File: src/rtl/obuf_arb.sv
// Output-port arbiter + FIFO: round-robin grant over IBUF requests, pushes the winner into a small output queue.
// Define OBUF_FIXED_PRIO_EN for fixed lowest-index-first priority (no rotating pointer).
`ifndef PKT_W
`define PKT_W 8
`endif

module obuf_arb #(
    parameter int PYLD_W = `PKT_W,
    parameter int N_IN   = 7,
    parameter int DEPTH  = 2
) (
    input  logic                   clk,
    input  logic                   rst,
    input  logic [N_IN-1:0]        arb_req,
    input  logic [N_IN*PYLD_W-1:0] payload_i,
    output logic [N_IN-1:0]        arb_gnt,
    output logic                   obuf_rdy,
    output logic                   out_vld,
    input  logic                   out_rdy,
    output logic [PYLD_W-1:0]      payload_o
);

    localparam int CNT_W = $clog2(DEPTH + 1);
    localparam int AW    = (DEPTH > 1) ? $clog2(DEPTH) : 1;
    localparam int PW    = (N_IN > 1) ? $clog2(N_IN) : 1;

    logic [PYLD_W-1:0] r_mem [DEPTH];
    logic [CNT_W-1:0]  r_count;
    logic [AW-1:0]     r_wr_ptr;
    logic [AW-1:0]     r_rd_ptr;
`ifndef OBUF_FIXED_PRIO_EN
    logic [PW-1:0]     r_ptr;
`endif

    logic              w_found;
    logic [PW-1:0]     w_gnt_idx;
    logic [N_IN-1:0]   w_gnt;
    logic              w_push;
    logic              w_pop;
    logic [AW-1:0]     w_wr_nxt;
    logic [AW-1:0]     w_rd_nxt;
    logic [PYLD_W-1:0] w_din;
    int unsigned       w_base;
    int unsigned       w_idx;

    // Search starts at w_base and wraps; first requester found wins.
    always_comb begin
        w_found   = 1'b0;
        w_gnt_idx = '0;
        w_gnt     = '0;
        w_idx     = 0;
`ifdef OBUF_FIXED_PRIO_EN
        w_base    = 0;
`else
        w_base    = 32'(r_ptr);
`endif
        for (int unsigned k = 0; k < N_IN; k++) begin
            w_idx = w_base + k;
            if (w_idx >= N_IN)
                w_idx = w_idx - N_IN;
            if (!w_found && arb_req[w_idx]) begin
                w_found   = 1'b1;
                w_gnt_idx = PW'(w_idx);
            end
        end
        if (w_found)
            w_gnt[w_gnt_idx] = 1'b1;
    end

    assign arb_gnt   = w_gnt;
    assign obuf_rdy  = (r_count != CNT_W'(DEPTH));
    assign out_vld   = (r_count != '0);
    assign payload_o = r_mem[r_rd_ptr];

    assign w_push   = w_found && obuf_rdy;
    assign w_pop    = out_vld && out_rdy;
    assign w_din    = payload_i[w_gnt_idx*PYLD_W +: PYLD_W];
    assign w_wr_nxt = (r_wr_ptr == AW'(DEPTH - 1)) ? '0 : r_wr_ptr + AW'(1);
    assign w_rd_nxt = (r_rd_ptr == AW'(DEPTH - 1)) ? '0 : r_rd_ptr + AW'(1);

    always_ff @(posedge clk or posedge rst) begin
        if (rst) begin
            r_count  <= '0;
            r_wr_ptr <= '0;
            r_rd_ptr <= '0;
            for (int unsigned i = 0; i < DEPTH; i++)
                r_mem[i] <= '0;
        end else begin
            if (w_push) begin
                r_mem[r_wr_ptr] <= w_din;
                r_wr_ptr        <= w_wr_nxt;
            end
            if (w_pop)
                r_rd_ptr <= w_rd_nxt;
            case ({w_push, w_pop})
                2'b10:   r_count <= r_count + CNT_W'(1);
                2'b01:   r_count <= r_count - CNT_W'(1);
                default: r_count <= r_count;
            endcase
        end
    end

`ifndef OBUF_FIXED_PRIO_EN
    always_ff @(posedge clk or posedge rst) begin
        if (rst)
            r_ptr <= '0;
        else if (w_push)
            r_ptr <= (w_gnt_idx == PW'(N_IN - 1)) ? '0 : w_gnt_idx + PW'(1);
    end
`endif

endmodule

File: config.mk
export PLATFORM = sky130hd
export DESIGN_NAME = obuf_arb
export DESIGN_NICKNAME = d
export VERILOG_FILES = /design/src/rtl/obuf_arb.sv
export SDC_FILE = /design/constraint.sdc
export NUM_CORES = 1
export LEC_CHECK = 0
export BUFFER_PORTS_ARGS = -buffer_cell sky130_fd_sc_hd__buf_2
export CAP_MARGIN = 20
export CORE_MARGIN = 2
export CORE_UTILIZATION = 55
export DETAILED_ROUTE_END_ITERATION = 10
export PLACE_DENSITY = 0.8
export SETUP_SLACK_MARGIN = 0.3
export SYNTH_ARGS = -nofsm -noshare
export SYNTH_HDL_FRONTEND = slang
export SYNTH_SLANG_ARGS = --single-unit
File: constraint.sdc
create_clock -name clk -period 8.55 [get_ports clk]
set_clock_uncertainty 0.15 [all_clocks]
set_input_delay 1.2825 -clock clk [delete_from_list [all_inputs] [get_ports clk]]
set_output_delay 1.2825 -clock clk [all_outputs]
set_load 0.02 [all_outputs]
==> results of run 1 <==
worst min-delay path by stage:
stage / end / cells after the start / startpoint / slack, ns
floorplan: r_mem[1] / 2 / r_mem[1] / 0.29
global placement: r_mem[1] / 2 / r_mem[1] / 0.30
detailed placement: r_mem[5] / 2 / r_mem[5] / 0.31
CTS: r_mem[5] / 2 / r_mem[5] / 0.33
global route: r_mem[3] / 2 / r_mem[3] / 0.35
finish: r_mem[5] / 2 / r_mem[5] / 0.33
flip-flops by register name, summed over array words and instances, names as in the netlist:
signal / cells
r_count: 2
r_mem: 16
r_ptr: 3
r_rd_ptr: 1
r_wr_ptr: 1
per-layer routing:
layer	vias to the layer above	share of wire	track usage
met4	0	0.022	0.0592
met5	-	0	0
met2	219	0.45	0.471
met1	2034	0.45	0.440
met3	30	0.080	0.0261
li1	1990	-	-
tightest hold or removal path: cells and delay by family (launching register included):
kind / cells / cell delay, ns
compound gates: 1 / 0.05
flops: 1 / 0.35
simple gates: 1 / 0.05
placed cells by master, fill, tap and decap left out, types with 6 or more instances in the layout:
cell,n
a211o_1,6
a211oi_1,6
a21o_1,8
a21oi_1,15
a2bb2oi_1,9
a311oi_1,7
a31oi_1,9
and2_1,7
buf_2,82
dfrtp_1,23
ha_1,14
inv_1,19
mux2_2,11
mux2i_1,28
nand2_1,36
nand2b_1,7
nand3_1,49
nor2_1,24
nor2b_1,12
nor3_1,11
o211a_1,6
o21ai_0,18
o31a_1,6
o31ai_1,14
xnor2_1,6
logic make-up after synthesis:
logic type,Yosys count,share of synthesized area
AND/OR/NAND/NOR,178,0.240
AO/OA/AOI/OAI,168,0.345
buffers and inverters,66,0.0895
multiplexers,42,0.114
flip-flops,23,0.146
adder cells (fa/ha/maj),14,0.0444
XOR/XNOR,9,0.0219
through the flow:
stage | hold slack [ns] | setup WS [ns]
floorplan | 0.293 | 3.09
global placement | 0.304 | 2.18
detailed placement | 0.312 | 2.06
CTS | 0.330 | 1.76
global route | 0.354 | 1.32
finish | 0.326 | 1.62
Yosys cell counts (12+ instances only):
master,n,area share
nand3_1,49,0.062
nand2_1,36,0.034
mux2i_1,28,0.071
nor2_1,24,0.023
dfrtp_1,23,0.15
inv_1,19,0.018
buf_2,18,0.023
o21ai_0,18,0.023
a21oi_1,15,0.019
ha_1,14,0.044
o31ai_1,14,0.027
nor2b_1,12,0.019
final cells by class:
class                   count  area [um^2]  area share
repair buffers             86          440       0.103
clock inverters             1         5.00     0.00117
inverters                  22         82.6      0.0193
flip-flops and latches     23          576       0.135
clock buffers               3         41.3     0.00965
well taps                  96          120      0.0281
multi-input cells         411         3010       0.704
==> flow_summary.toml, run 1 <==
[worst_setup_path]
r2r-end = "r_mem[0]"
cp.required_ns = 7.12
rrSetupSlack_ns = 2.82
worst_path_max_delay_cell = "ha_1"
crit_fanout = 22
crit_arrival_ns = 5.50
rr_startpoint = "r_ptr[0]"
rr_worst_depth = 13
cp_top_family = "compound AO/OA/AOI/OAI gates"
cp-startpoint = "r_ptr[0]"
path_class = "reg2out"
cpPeakStageDelay_ns = 0.84
cp-end-kind = "output pin"
cp-start-kind = "flop"
worstPathBufferInverterCount = 2
endpoint = "arb_gnt[4]"
cp_num_cells = 13
crit_chain = "inv_2 > ha_1 > and3b_1 > o21ai_0 > a31oi_1 > or2_1 > a211oi_2 > and3_1 > a22oi_4 > a21oi_2 > nand2_1 > nor3_1 > buf_2"

[synth]
netlist-cell-type-count = 89
ys_ff_latch = 23
syn_avg_cell_area_um2 = 7.89
syn-instance-count = 500
synth-edff-count = 0
synthFlopType = "dfrtp_1"
syn-cell-area_um2 = 3940
async_flop_share = 1.00
synth_fp_nets = 580
ys_warn_count = 0
ys_seq_area_frac = 0.146

[drt]
vias = 4273
initialDrtViolationCount = 509
drtAntennaViolNets = 0
drc = 0
wire_per_inst_um = 19.0
vias_per_cell = 6.66
drtPass1Iterations = 5
wirelength_um = 12200

[clock_network]
cts-buffers-inserted = 3
cts_sinks = 23
cts_tree = "yes"
cts-root-buf = "clkbuf_8"
path_clk_slew_ns = 0.08
ctsHoldBuffers = 0
post_cts_buffers = 0
clockBufferDepth = 2
cts_resized = 0
insertion_delay_ns = 0.27
htree_levels = 1

[timing]
period_needed_ns = 6.93
grt_setup_unrepaired = "false"
finalMaxSlewViolations = 0
period_share = 0.810
setup_viol = 0
setup_tns_ns = 0
worstMarginPinSlew_ns = 0.858
final-hold-violation-count = 0
fmax_mhz = 144
slew_headroom = 0.427

[global_route]
grt_max_degree = 29
grt_overflow = 0
grt_pass1_wl_um = 18500
grt_pass1_vias = 3765
grt_usage = 0.297
antenna_found_initial = 0

[floorplanning]
initial_core_util = 0.574
core_um2 = 6870
ios = 83
num_rows = 30
die_w_um = 88.7
die_area_um2 = 7860
die_h_um = 88.7

[place]
dp_hpwl_um = 9240
placed_cells = 638
portBuffers = 82
place_congestion = 0.970
place_area_um2 = 4230

[final_layout]
layout-drive-gt1-share = 0.249
syn_to_final_growth_pct = 8.54
nets = 627
fillCellCount = 643
finalNonFillerCells = 642
final_util = 0.623
antenna_cells = 0
fin_area_um2 = 4280

[min_path]
min_path_type = "reg2reg"

[outcome]
outcome = "finished, final reports clean"

[job]
maxCapViolations = 0
Power of run 1 is left out: the tool's default activity adds up to more than one toggle a clock period on the data nets, which glitch-free logic cannot reach.
==> run 2: changes to the inputs <==
--- a/config.mk
+++ b/config.mk
@@ -5,12 +5,13 @@
 export SDC_FILE = /design/constraint.sdc
 export NUM_CORES = 1
 export LEC_CHECK = 0
+export ABC_AREA = 1
 export BUFFER_PORTS_ARGS = -buffer_cell sky130_fd_sc_hd__buf_2
 export CAP_MARGIN = 20
 export CORE_MARGIN = 2
 export CORE_UTILIZATION = 55
 export DETAILED_ROUTE_END_ITERATION = 10
-export PLACE_DENSITY = 0.8
+export PLACE_DENSITY = 0.82
 export SETUP_SLACK_MARGIN = 0.3
 export SYNTH_ARGS = -nofsm -noshare
 export SYNTH_HDL_FRONTEND = slang
==> constraint.sdc (replaced) <==
create_clock -name clk -period 7.1 [get_ports clk]
set_clock_uncertainty 0.15 [all_clocks]
set_input_delay 1.065 -clock clk [delete_from_list [all_inputs] [get_ports clk]]
set_output_delay 1.065 -clock clk [all_outputs]
set_load 0.02 [all_outputs]
==> run 2 against run 1 <==
Die area shrank 14%; synthesized area down 15%; register-to-register slack got worse by 0.46 ns; routed wire length decreased by 21%; first-iteration DRC count is 28% lower; critical endpoint is now arb_gnt[0]; clock-buffer cell count unchanged; final cell count rose by 17%; non-clock buffer count down 4; critical path depth up 6; worst hold slack gained 0.0076 ns; sequential share of layout area up 1.7 points.
==> flow_summary.toml, run 2 <==
[place]
placed_cells = 746
portBuffers = 82
place_congestion = 1.01
dp_hpwl_um = 7610

[clock_network]
ctsHoldBuffers = 0
cts_tree = "yes"
post_cts_buffers = 0
cts_sinks = 23
path_clk_slew_ns = 0.08
clockBufferDepth = 2
insertion_delay_ns = 0.26
cts_resized = 0
cts-buffers-inserted = 3
cts-root-buf = "clkbuf_8"
htree_levels = 1

[synth]
syn-cell-area_um2 = 3350
synth_area_leaders = "nand2_1, dfrtp_1, nand3_1, inv_1, ha_1"
syn-instance-count = 603
ys_ff_latch = 23
synth_commonest_cells = "nand2_1, nand3_1, inv_1"
yosysMostFrequentCell = "nand2_1"
ys_seq_area_frac = 0.172
synth_fp_nets = 683
ys_warn_count = 0
yosysTopAreaCell = "nand2_1"
netlist-cell-type-count = 30
syn_avg_cell_area_um2 = 5.56
synthDominantCellAreaShare = 0.278
synthFlopType = "dfrtp_1"
async_flop_share = 1.00
synth-edff-count = 0

[final_layout]
reg_top3 = "r_mem: 16 flops, r_ptr: 3 flops, r_count: 2 flops"
largest_reg_flops = 16
finalNonFillerCells = 750
nets = 756
final_cell_mix = "nand2_1, nand3_1, buf_2"
antenna_cells = 0
largest_register = "r_mem"
layout-drive-gt1-share = 0.190
layout_commonest_cell = "nand2_1"
syn_to_final_growth_pct = 13.1

[timing]
finalMaxSlewViolations = 0
period_share = 0.824
setup_viol = 0
setup_tns_ns = 0
worstMarginPinSlew_ns = 0.843
grt_setup_unrepaired = "false"
period_needed_ns = 5.85
fmax_mhz = 171
slew_headroom = 0.437
final-hold-violation-count = 0

[floorplanning]
num_rows = 28
die_area_um2 = 6740
ios = 83
core_um2 = 5920
die_h_um = 82.1
die_w_um = 82.1
initial_core_util = 0.566

[worst_setup_path]
cp-end-kind = "output pin"
path_class = "reg2out"
crit_arrival_ns = 4.63
cp-start-kind = "flop"
cp.required_ns = 5.88
crit_fanout = 28

[global_route]
grt_max_degree = 29
grt_overflow = 0
grt_pass1_wl_um = 15600
grt_usage = 0.292
grt_pass1_vias = 3505
antenna_found_initial = 0

[drt]
wire_per_inst_um = 12.8
wirelength_um = 9600
initialDrtViolationCount = 365
drtPass1Iterations = 5
vias_per_cell = 5.39
drc = 0
drtAntennaViolNets = 0
vias = 4041

[min_path]
min_path_type = "reg2reg"

[job]
maxCapViolations = 0

[outcome]
outcome = "finished, final reports clean"
run 2: cell types whose count changed in the layout (fill, tap and decap cells not counted), moves of 11 or more:
cell	before	now
nand3_1	49	107
inv_1	19	76
nand2_1	36	248
nor2b_1	12	0
mux2i_1	28	0
a21oi_1	15	3
o31ai_1	14	0
mux2_2	11	0
run 2: per-stage QoR:
step	cell area (um^2)	hold slack, ns	util	setup slack, ns
6_report	3790	0.334	0.641	1.25
4_1_cts	3790	0.338	0.641	1.35
3_5_place_dp	3750	0.316	0.633	1.65
2_1_floorplan	3350	0.299	-	2.78
3_3_place_gp	3750	0.315	0.633	1.80
5_1_grt	3790	0.368	0.641	0.879
run 2: kinds of logic (layout without fill, tap and decap cells):
logic type / count (synthesis) / in the layout / synth area share
compound gates: 32 / 32 / 0.0556
xor+xnor: 6 / 6 / 0.0157
fa+ha+maj: 14 / 14 / 0.0522
buf+inv: 102 / 174 / 0.132
flops: 23 / 23 / 0.172
simple gates: 426 / 426 / 0.573
run 2: critical path: stages, from the launching register on:
cell     delay [ns]
dfrtp_1        0.84
inv_2          0.30
ha_1           0.62
o21ai_1        0.13
nand2_1        0.15
nand2_1        0.12
nand2_1        0.09
nand2_1        0.13
nand3_1        0.11
nand3_1        0.09
nand2_2        0.14
inv_2          0.06
nand3_1        0.08
nand3_1        0.14
nor2_4         0.45
nand2_4        0.30
inv_2          0.26
nand2_1        0.08
nor2_1         0.10
buf_2          0.16
run 2: worst paths after layout:
check	startpoint	endpoint	slack, ns	cells after the start
hold reg to reg	r_mem[6]	r_mem[6]	0.33	2
hold / removal	r_mem[6]	r_mem[6]	0.33	2
setup reg to reg	r_ptr[0]	r_mem[4]	2.36	22
setup / recovery	r_ptr[0]	arb_gnt[0]	1.25	19
max in group asynchronous	rst	r_mem[10]	5.47	2
min in group asynchronous	rst	r_mem[6]	0.81	2
run 2: cell type report:
type                    count  area, um^2
clock buffers               3        41.3
multi-input cells         478        2340
repair buffers             82         410
inverters                  88         330
clock inverters             1        5.00
fillers                   578        2130
well taps                  75        93.8
flip-flops and latches     23         576
run 2: metal layers:
metal | track usage | vias up | routed length [um]
met3 | 0.0220 | 24 | 704
met4 | 0.0950 | 0 | 327
li1 | - | 2051 | -
met2 | 0.488 | 217 | 4170
met5 | 0 | - | 0
met1 | 0.399 | 1749 | 4390
Power of run 2 is left out for the same reason.
==> run 3: changes to the inputs <==
--- a/config.mk
+++ b/config.mk
@@ -5,13 +5,13 @@
 export SDC_FILE = /design/constraint.sdc
 export NUM_CORES = 1
 export LEC_CHECK = 0
-export ABC_AREA = 1
+export ABC_AREA = 0
 export BUFFER_PORTS_ARGS = -buffer_cell sky130_fd_sc_hd__buf_2
 export CAP_MARGIN = 20
 export CORE_MARGIN = 2
 export CORE_UTILIZATION = 55
 export DETAILED_ROUTE_END_ITERATION = 10
-export PLACE_DENSITY = 0.82
+export PLACE_DENSITY = 0.8
 export SETUP_SLACK_MARGIN = 0.3
 export SYNTH_ARGS = -nofsm -noshare
 export SYNTH_HDL_FRONTEND = slang
==> constraint.sdc (replaced) <==
create_clock -name clk -period 5.52 [get_ports clk]
set_clock_uncertainty 0.15 [all_clocks]
set_input_delay 0.828 -clock clk [delete_from_list [all_inputs] [get_ports clk]]
set_output_delay 0.828 -clock clk [all_outputs]
set_load 0.02 [all_outputs]
==> run 3 against run 2 <==
Non-clock buffer count rose by 23; via count rose by 7.0%; utilization rose by 1.5 points; worst setup slack got worse by 0.78 ns; global-route usage rose by 0.86 points; critical endpoint is now arb_gnt[1]; highest routed layer unchanged.
==> flow_summary.toml, run 3 (synthesized netlist as in run 1, its figures left out) <==
[floorplanning]
num_rows = 30
die_area_um2 = 7860
die_w_um = 88.7
ios = 83
core_um2 = 6870
die_h_um = 88.7
initial_core_util = 0.574

[worst_setup_path]
worstPathBufferInverterCount = 6
crit_fanout = 15
cp_top_family = "buffers and inverters"
cpPeakStageDelay_ns = 0.46
worst_path_max_delay_cell = "dfrtp_2"
path_class = "reg2out"
cp-end-kind = "output pin"
crit_path_frequent_cell = "buf_4"
crit_chain = "clkinvlp_4 > ha_4 > buf_4 > and3_1 > o21ai_0 > a31oi_1 > or2_1 > a211oi_4 > buf_4 > nand3_2 > nor3_1 > buf_4 > a21o_1 > buf_6 > nor3_1 > buf_2"
crit_arrival_ns = 4.08
cp.required_ns = 4.54
cp-start-kind = "flop"

[final_layout]
antenna_cells = 0
finalNonFillerCells = 661
layout_commonest_cell = "buf_2"
nets = 646
reg_top3 = "r_mem: 16 flops, r_ptr: 3 flops, r_count: 2 flops"
largest_reg_flops = 16
fin_area_um2 = 4510
layout-drive-gt1-share = 0.296
final_cell_mix = "buf_2, nand3_1, nand2_1"
syn_to_final_growth_pct = 14.3
largest_register = "r_mem"

[clock_network]
cts-buffers-inserted = 3
ctsHoldBuffers = 0
insertion_delay_ns = 0.26
htree_levels = 1
cts_tree = "yes"
cts_sinks = 23
clockBufferDepth = 2
cts-root-buf = "clkbuf_8"
path_clk_slew_ns = 0.08

[place]
place_congestion = 0.969
portBuffers = 82
dp_hpwl_um = 9370
pre_cts_ws_ns = 0.360
place_area_um2 = 4320
placed_cells = 649

[global_route]
antenna_found_initial = 0
grt_usage = 0.301
grt_pass1_vias = 3770
grt_overflow = 0
grt_pass1_wl_um = 18900
grt_max_degree = 27

[drt]
drc = 0
vias = 4323
initialDrtViolationCount = 429
drtAntennaViolNets = 0
wire_per_inst_um = 18.8
drtPass1Iterations = 5
wirelength_um = 12400
vias_per_cell = 6.54

[outcome]
outcome = "finished, final reports clean"

[timing]
worstMarginPinSlew_ns = 0.852
final-hold-violation-count = 0
fmax_mhz = 198
setup_tns_ns = 0
slew_headroom = 0.431
period_needed_ns = 5.05
grt_setup_unrepaired = "true"
finalMaxSlewViolations = 0
setup_viol = 0
worst_slack_ns = 0.466
period_share = 0.916

[job]
maxCapViolations = 0

[min_path]
min_path_type = "reg2reg"
==> run 3: path summary, 6_finish.rpt <==
check / startpoint / end / slack (ns) / cells past startpoint
worst max-delay path: r_ptr[1] / arb_gnt[1] / 0.47 / 16
worst min-delay path: r_mem[3] / r_mem[3] / 0.33 / 2
worst max register to register: r_ptr[1] / r_mem[14] / 0.78 / 17
worst min register to register: r_mem[3] / r_mem[3] / 0.33 / 2
max in group asynchronous: rst / r_ptr[1] / 4.06 / 2
min in group asynchronous: rst / r_mem[11] / 0.58 / 2
==> run 3: per-layer routing <==
layer  track usage  routed length [um]  vias to the layer above
li1              -                   -                     2039
met1         0.460                5630                     2049
met2         0.459                5630                      203
met3        0.0196                 883                       32
met4        0.0702                 296                        0
met5             0                   0                        -
==> run 3: cell type report <==
class	count	area (um^2)
Multi-Input combinational cell	411	3090
Fill cell	598	2360
Timing Repair Buffer	105	584
Sequential cell	23	578
Tap cell	96	120
Inverter	22	88.8
Clock buffer	3	41.3
Clock inverter	1	5.00
==> run 3: timing repair <==
item                                    CTS  global route
resized for setup                         5            16
endpoints found under the setup margin    7             8
pin swaps                                 1             1
gates cloned                              0             0
buffers inserted                          1             7
==> run 3: metrics by stage <==
step	hold WS, ns	utilization
final	0.333	0.656
after CTS	0.335	0.639
after global placement	0.307	0.628
after detailed placement	0.317	0.628
after global routing	0.364	0.656
after floorplan	0.293	-
==> run 3: worst register-to-register path: stages, from the launching register on <==
cell and delay [ns]:
dfrtp_2 0.46, clkinvlp_4 0.24, ha_4 0.30, buf_4 0.20, and3_1 0.21, o21ai_0 0.23, a31oi_1 0.19, or2_1 0.35
a211oi_4 0.27, buf_4 0.23, nand3_2 0.12, nor3_1 0.20, buf_4 0.21, a21o_1 0.18, buf_6 0.18, mux2_1 0.34
o22ai_1 0.39, o31ai_1 0.14
Power of run 3 is left out for the same reason.
